`config.mk`:
```
export PLATFORM = sky130hd
export DESIGN_NAME = antirrebote
export DESIGN_NICKNAME = d
export VERILOG_FILES = /design/src/rtl/antirrebote_pkg.sv /design/src/rtl/sincronizador.sv /design/src/rtl/antirrebote.sv
export SDC_FILE = /design/constraint.sdc
export NUM_CORES = 1
export LEC_CHECK = 0
export ABC_AREA = 1
export CAP_MARGIN = 20
export CORE_UTILIZATION = 54
export CTS_CLUSTER_DIAMETER = 40
export DETAILED_ROUTE_END_ITERATION = 10
export HOLD_SLACK_MARGIN = 0.12
export PLACE_DENSITY_LB_ADDON = 0.1
export SLEW_MARGIN = 20
export SYNTH_ARGS = -nofsm -noshare
export SYNTH_HDL_FRONTEND = slang
export SYNTH_SLANG_ARGS = --single-unit
export TNS_END_PERCENT = 100
```
`constraint.sdc`:
```
create_clock -name clk -period 1.35 [get_ports clk]
set_input_delay 0.2025 -clock clk [delete_from_list [all_inputs] [get_ports clk]]
set_output_delay 0.2025 -clock clk [all_outputs]
set_load 0.005 [all_outputs]
```
`src/rtl/antirrebote_pkg.sv`:
```
// Shared types and defaults for the push-button/switch input conditioner.
// FSM encoding and timing constants used by antirrebote and its bench.
package antirrebote_pkg;

    typedef enum logic [1:0] {
        ESTABLE_BAJO   = 2'b00,
        VALIDANDO_ALTO = 2'b01,
        ESTABLE_ALTO   = 2'b11,
        VALIDANDO_BAJO = 2'b10
    } estado_t;

    localparam int CICLOS_DEF = 1000000;
    localparam int ETAPAS_DEF = 2;
    localparam int CICLOS_SIM = 8;

endpackage

```
`src/rtl/sincronizador.sv`:
```
// N-stage flip-flop synchronizer for one asynchronous pin.
// Only the first stage may go metastable; q is the last stage.
module sincronizador #(
    parameter int ETAPAS_SINC = 2
) (
    input  logic clk,
    input  logic rst,
    input  logic d,
    output logic q
);

    logic [ETAPAS_SINC-1:0] r_ff;

    always_ff @(posedge clk or posedge rst) begin
        if (rst) begin
            r_ff <= '0;
        end else begin
            r_ff <= {r_ff[ETAPAS_SINC-2:0], d};
        end
    end

    assign q = r_ff[ETAPAS_SINC-1];

endmodule

```
`src/rtl/antirrebote.sv`:
```
// Synchronizing debouncer for one board input; optional edge pulses
// are enabled by defining ANTIRREBOTE_PULSOS_EN.
module antirrebote
    import antirrebote_pkg::*;
#(
    parameter int CICLOS_ESTABLES = CICLOS_DEF,
    parameter int ETAPAS_SINC     = ETAPAS_DEF
) (
    input  logic clk,
    input  logic rst,
    input  logic in,
    output logic out,
`ifdef ANTIRREBOTE_PULSOS_EN
    output logic validando,
    output logic pulso_sube,
    output logic pulso_baja
`else
    output logic validando
`endif
);

    localparam int W = $clog2(CICLOS_ESTABLES) + 1;
    localparam logic [W-1:0] TERM = W'(CICLOS_ESTABLES - 1);
    localparam logic [W-1:0] UNO  = W'(1);

    logic          w_s;
    estado_t       r_estado;
    estado_t       w_estado_sig;
    logic [W-1:0]  r_cnt;
    logic [W-1:0]  w_cnt_sig;
    logic          r_out;
    logic          w_out_sig;
    logic          r_validando;
    logic          w_validando_sig;

    sincronizador #(
        .ETAPAS_SINC(ETAPAS_SINC)
    ) u_sinc (
        .clk(clk),
        .rst(rst),
        .d  (in),
        .q  (w_s)
    );

    always_ff @(posedge clk or posedge rst) begin
        if (rst) begin
            r_estado    <= ESTABLE_BAJO;
            r_cnt       <= '0;
            r_out       <= 1'b0;
            r_validando <= 1'b0;
        end else begin
            r_estado    <= w_estado_sig;
            r_cnt       <= w_cnt_sig;
            r_out       <= w_out_sig;
            r_validando <= w_validando_sig;
        end
    end

    // Terminal count needs s at the new level, so it never races a reversal.
    always_comb begin
        w_estado_sig = r_estado;
        w_cnt_sig    = r_cnt;
        w_out_sig    = r_out;
        unique case (r_estado)
            ESTABLE_BAJO: begin
                if (w_s) begin
                    w_estado_sig = VALIDANDO_ALTO;
                    w_cnt_sig    = UNO;
                end else begin
                    w_cnt_sig = '0;
                end
            end
            VALIDANDO_ALTO: begin
                if (!w_s) begin
                    w_estado_sig = ESTABLE_BAJO;
                    w_cnt_sig    = '0;
                end else if (r_cnt == TERM) begin
                    w_estado_sig = ESTABLE_ALTO;
                    w_out_sig    = 1'b1;
                    w_cnt_sig    = '0;
                end else begin
                    w_cnt_sig = r_cnt + UNO;
                end
            end
            ESTABLE_ALTO: begin
                if (!w_s) begin
                    w_estado_sig = VALIDANDO_BAJO;
                    w_cnt_sig    = UNO;
                end else begin
                    w_cnt_sig = '0;
                end
            end
            VALIDANDO_BAJO: begin
                if (w_s) begin
                    w_estado_sig = ESTABLE_ALTO;
                    w_cnt_sig    = '0;
                end else if (r_cnt == TERM) begin
                    w_estado_sig = ESTABLE_BAJO;
                    w_out_sig    = 1'b0;
                    w_cnt_sig    = '0;
                end else begin
                    w_cnt_sig = r_cnt + UNO;
                end
            end
            default: begin
                w_estado_sig = ESTABLE_BAJO;
                w_cnt_sig    = '0;
                w_out_sig    = 1'b0;
            end
        endcase
        w_validando_sig = (w_estado_sig == VALIDANDO_ALTO) ||
                          (w_estado_sig == VALIDANDO_BAJO);
    end

    assign out       = r_out;
    assign validando = r_validando;

`ifdef ANTIRREBOTE_PULSOS_EN
    logic r_out_q;
    logic r_pulso_sube;
    logic r_pulso_baja;

    always_ff @(posedge clk or posedge rst) begin
        if (rst) begin
            r_out_q      <= 1'b0;
            r_pulso_sube <= 1'b0;
            r_pulso_baja <= 1'b0;
        end else begin
            r_out_q      <= r_out;
            r_pulso_sube <= r_out & ~r_out_q;
            r_pulso_baja <= ~r_out & r_out_q;
        end
    end

    assign pulso_sube = r_pulso_sube;
    assign pulso_baja = r_pulso_baja;
`endif

endmodule

```
# Word-level counts from Yosys, hierarchy flattened
# Cells that the tools add are included.
# totals
elab_cells	38
ff_bits	27
input_bits	3
# op_classes
n_mux	18
n_eq_ne	10
n_reduce_logical	4
n_addsub	1
# ops
op	count
21-bit case mux with 4 select lines	1
21-bit two-way mux	3
21-bit by 1-bit adder with 21-bit output, second input constant	1
21-bit by 20-bit == test with 1-bit output, second input constant	1
2-bit two-way mux	6
2-bit case mux with 4 select lines	1
2-bit == test, second input constant	3
1-bit two-way mux	6
2-bit != test, second input constant	3
5-bit AND reduction	1
2-bit by 1-bit == test with 1-bit output, second input constant	2
2-bit logical NOT	1
2-bit by 1-bit != test with 1-bit output, second input constant	1
1-bit case mux with 2 select lines	1
2-bit nonzero test	1
1-bit logical OR	1

# Logic depth before layout (Yosys ltp)
# logic_depth
depth_word	6
mapped_depth	12

# Modules after synthesis
# From an unflattened synthesis, not the netlist that was laid out.
# hier_totals
hier_cells	217
hier_area_um2	1576.5
# modules_own_cells
mod	area_per_inst_um2	seq_area_each_um2	n_inst	cells_each
antirrebote	1522.7	625.6	1	214
sincronizador	53.8	50.0	1	3

# Worst setup path before layout
# Ideal clock, no wire load.
# synth_timing
path_type	flip-flop to flip-flop
start	register r_cnt[0]
end	register r_cnt[16]
setup_time_ns	0.120
arrival_time_ns	1.368
stages_incl_launch_ff	9
setup_slack_ns	-0.138
t_required_ns	1.230
path_cell_list	dfrtp_1 -> ha_1 -> nand3_2 -> nor2_4 -> nand2_4 -> nor4_4 -> nand2_2 -> xor2_1 -> nor2_2
# synth_between
elab_chain_len	4
word_cells_on_any_way	6
# synth_rtl
element	line_no	text
start: declaration	antirrebote.sv:29	logic [W-1:0] r_cnt;
start signal: assignment	antirrebote.sv:53	r_cnt <= w_cnt_sig;
21-bit by 1-bit adder with 21-bit output or 21-bit by 20-bit == test with 1-bit output (tied branches)	--	
21-bit two-way mux (*)	antirrebote.sv:77, antirrebote.sv:97	
21-bit two-way mux, on equally long branches	antirrebote.sv:94, antirrebote.sv:74	
21-bit case mux with 4 select lines (*)	antirrebote.sv:64	unique case (r_estado)
via w_cnt_sig[16]	antirrebote.sv:30	logic [W-1:0] w_cnt_sig;
# The timed path passes the listed nets; every way through them passes the cells marked *.
# A chain may end at the register's enable or synchronous reset.

# Worst setup path after layout
# layout_timing
start	register r_cnt[0]
end	register r_out, in the netlist out
# layout_between
elab_chain_len	3
word_cells_on_any_way	4
# layout_rtl
element	line_no	text
21-bit by 20-bit == test with 1-bit output (*)	antirrebote.sv:77, antirrebote.sv:97	
2-bit != test (no source line)	--	
5-bit AND reduction (no source line) (*)	--	
end signal: assignment	antirrebote.sv:54	r_out <= w_out_sig;
end: declaration	antirrebote.sv:31	logic r_out;
# Mark *: on every way between the ends. The rest lies on a longest branch, timed or not.

==> flow_summary.toml <==
[run_status]
status = "complete, but fails checks"
violations = "setup timing"

[grt]
grt_pass1_wl_um = 6490
grtUsageMet1_pct = 31.1
use_met2_pct = 48.0
grt_start_max_net_pins = 28
busiest_layer = "met2"
globalRouteOverflowTotal = 0
antenna_found_initial = 0
use_met3_pct = 3.26
grt.total_usage_pct = 26.4
grt_pass1_vias = 1604

[clock_network]
path_clk_slew_ps = 160
clock_latency_ps = 340
cts_hold_buf = 0
cts_buffers = 3
clockBufferDepth = 2
ctsHtreeMaxLevel = 1
clkSinkCount = 27
cts_tree = "done"
root_buffer = "clkbuf_4"

[die]
row_count = 19
io_pins = 5
fp.dieH_um = 56.2
core_sq_um = 2760
start_util_pct = 57.5
die_x_um = 56.2
die-area_sq_um = 3160

[synthesis]
synth_warnings = 0
synth_edf_count = 0
synth_top_area_share_pct = 42.6
post_synth.cell_area_avg_sq_um = 7.85
ys.flop_type = "dfrtp_1"
yosysMostFrequentCell = "nand2_1"
synth_area_leaders = "dfrtp_1 (43%), nand2_1 (11%), nor2_1 (7.3%), inv_1 (5.9%), ha_1 (3.9%)"
synth.distinct_cells = 30
ys_ff_latch = 27
yosysSeqAreaShare_pct = 42.6
syn_nets = 210
syn_area_sq_um = 1590
synth_top_cell_by_area = "dfrtp_1"
synthTopCellsByCount = "nand2_1 (45), nor2_1 (31), dfrtp_1 (27)"
synth_cells = 202
async_reset_ff_share_pct = 100

[power]
leakage_nw = 1.11
peakVddDrop_uv = 1380
total_power_mw = 2.03
powerDensity_nw_per_um2 = 914

[sta]
fin_skew_ps = 13.5
rsz0062_at_grt = "true"
period_minus_slack_ps = 1680
setup_slack_ps = -328
worst_slew_pin_slew_ps = 388
fmax_mhz = 596
setup_viol = 25
drv_slew = 0
hold_viol = 0
post-route-period-util_pct = 124
slew_headroom_pct = 73.8
hold_slack_ps = 202

[placed_design]
io_buffers = 4
place_area_sq_um = 1950
gp_congestion = 0.827
post-dp-hpwl_um = 2780

[cells_and_area]
finalCoreUtilization_pct = 80.5
n_antenna_cell = 0
drive_gt1_share_pct = 40.6
nNetsFinal = 265
postLayoutCellArea_sq_um = 2220
final.fill_count = 168
area_delta_synth_final_pct = 40.0

[route]
antenna_left = 0
totalWireLength_um = 4120
vias = 1543
first_pass_iters = 4
drt-wirelength-per-cell_um = 14.4
viasPerCell = 5.38
drt_drc_violations_left = 0
drtIter0Drc = 49

[critical_path]
worstReg2RegStart = "r_cnt[0]"
criticalPathCategory = "reg2reg"
cp-end-kind = "flop"
worstPathRequired_ps = 1570
ff2ff_path_depth = 7
reg2reg_slack_ps = -330
path_max_fanout = 3
arrival_ps = 1900
start_kind = "flop"
r2r-end = "out"

[min_path]
hold_class = "in2async"

[job]
max_cap_violations = 0
per-layer routing:
layer  vias to the layer above  wire length (um)
li1                        751                 -
met1                       740              1720
met2                        38              2140
met3                        14               122
met4                         0               140
met5                         -                 0
critical path, cell delays in order (launching register included):
cell and delay [ps]:
dfrtp_1 400, ha_2 220, nand3_4 100, nor2_2 130, nand3_2 90, o21ai_1 150
nand4_1 130, o21ai_0 350
how the worst max path moves through the flow:
stage                   from        end  slack [ps]  cells past startpoint
floorplan           r_cnt[0]  r_cnt[16]        -120                      8
global placement    r_cnt[0]  r_cnt[20]        -120                      8
detailed placement  r_cnt[0]  r_cnt[18]        -200                      8
global route        r_cnt[0]  r_cnt[16]        -390                      8
CTS                 r_cnt[0]  r_cnt[20]        -210                      8
finish              r_cnt[0]        out        -330                      7
layout make-up:
type                       instances  area, sq um  share of cell area [%]
multi-input combinational        145          951                    42.8
sequential                        27          678                    30.6
timing repair buffer              51          413                    18.6
inverter                          29          111                    5.02
tap                               31         38.8                    1.75
clock buffer                       3         22.5                    1.01
clock inverter                     1         5.00                   0.225
flip-flops by register name, summed over array words and instances (netlist names):
register	cells
r_cnt	21
r_estado	2
u_sinc.r_ff	2
out	1
validando	1
placed cells by master, fill, tap and decap left out, types with 4 or more instances in the layout:
cell,instances
buf_4,41
o21ai_0,5
nand2_1,38
nor2_2,8
dfrtp_1,25
a31oi_1,4
inv_1,22
inv_2,6
nand2_2,7
nand3_1,8
buf_6,6
nor2_1,26
a21oi_1,4
nand2_4,5
o21ai_1,5
power breakdown:
group	total, mW	internal [mW]	switching (mW)
Sequential	0.947	0.884	0.0629
Combinational	0.713	0.303	0.410
Clock	0.369	0.112	0.258
Total	2.03	1.30	0.730
cell families after synthesis:
logic type / Yosys count / synth area share [%]
AND/OR/NAND/NOR: 111 / 34.4
buffers and inverters: 30 / 7.18
flip-flops: 27 / 42.6
AO/OA/AOI/OAI: 24 / 9.08
XOR/XNOR: 5 / 2.76
adder cells (fa/ha/maj): 5 / 3.95
through the flow:
stage / setup TNS (ps) / cells / setup slack [ps]
after floorplan: -409 / 202 / -123
after global placement: -1320 / 274 / -124
after detailed placement: -2200 / 274 / -201
after CTS: -2220 / 284 / -208
after global routing: -5210 / 287 / -392
final: -2980 / 287 / -328
repair_timing:
item | in CTS | in global routing
gates cloned | 1 | 0
setup buffers | 5 | 3
pin swaps | 10 | 12
endpoints found under the setup margin | 27 | 25
gates resized for setup | 30 | 20
hold endpoints to repair | 0 | 0
(Power assumes the default switching activity.)
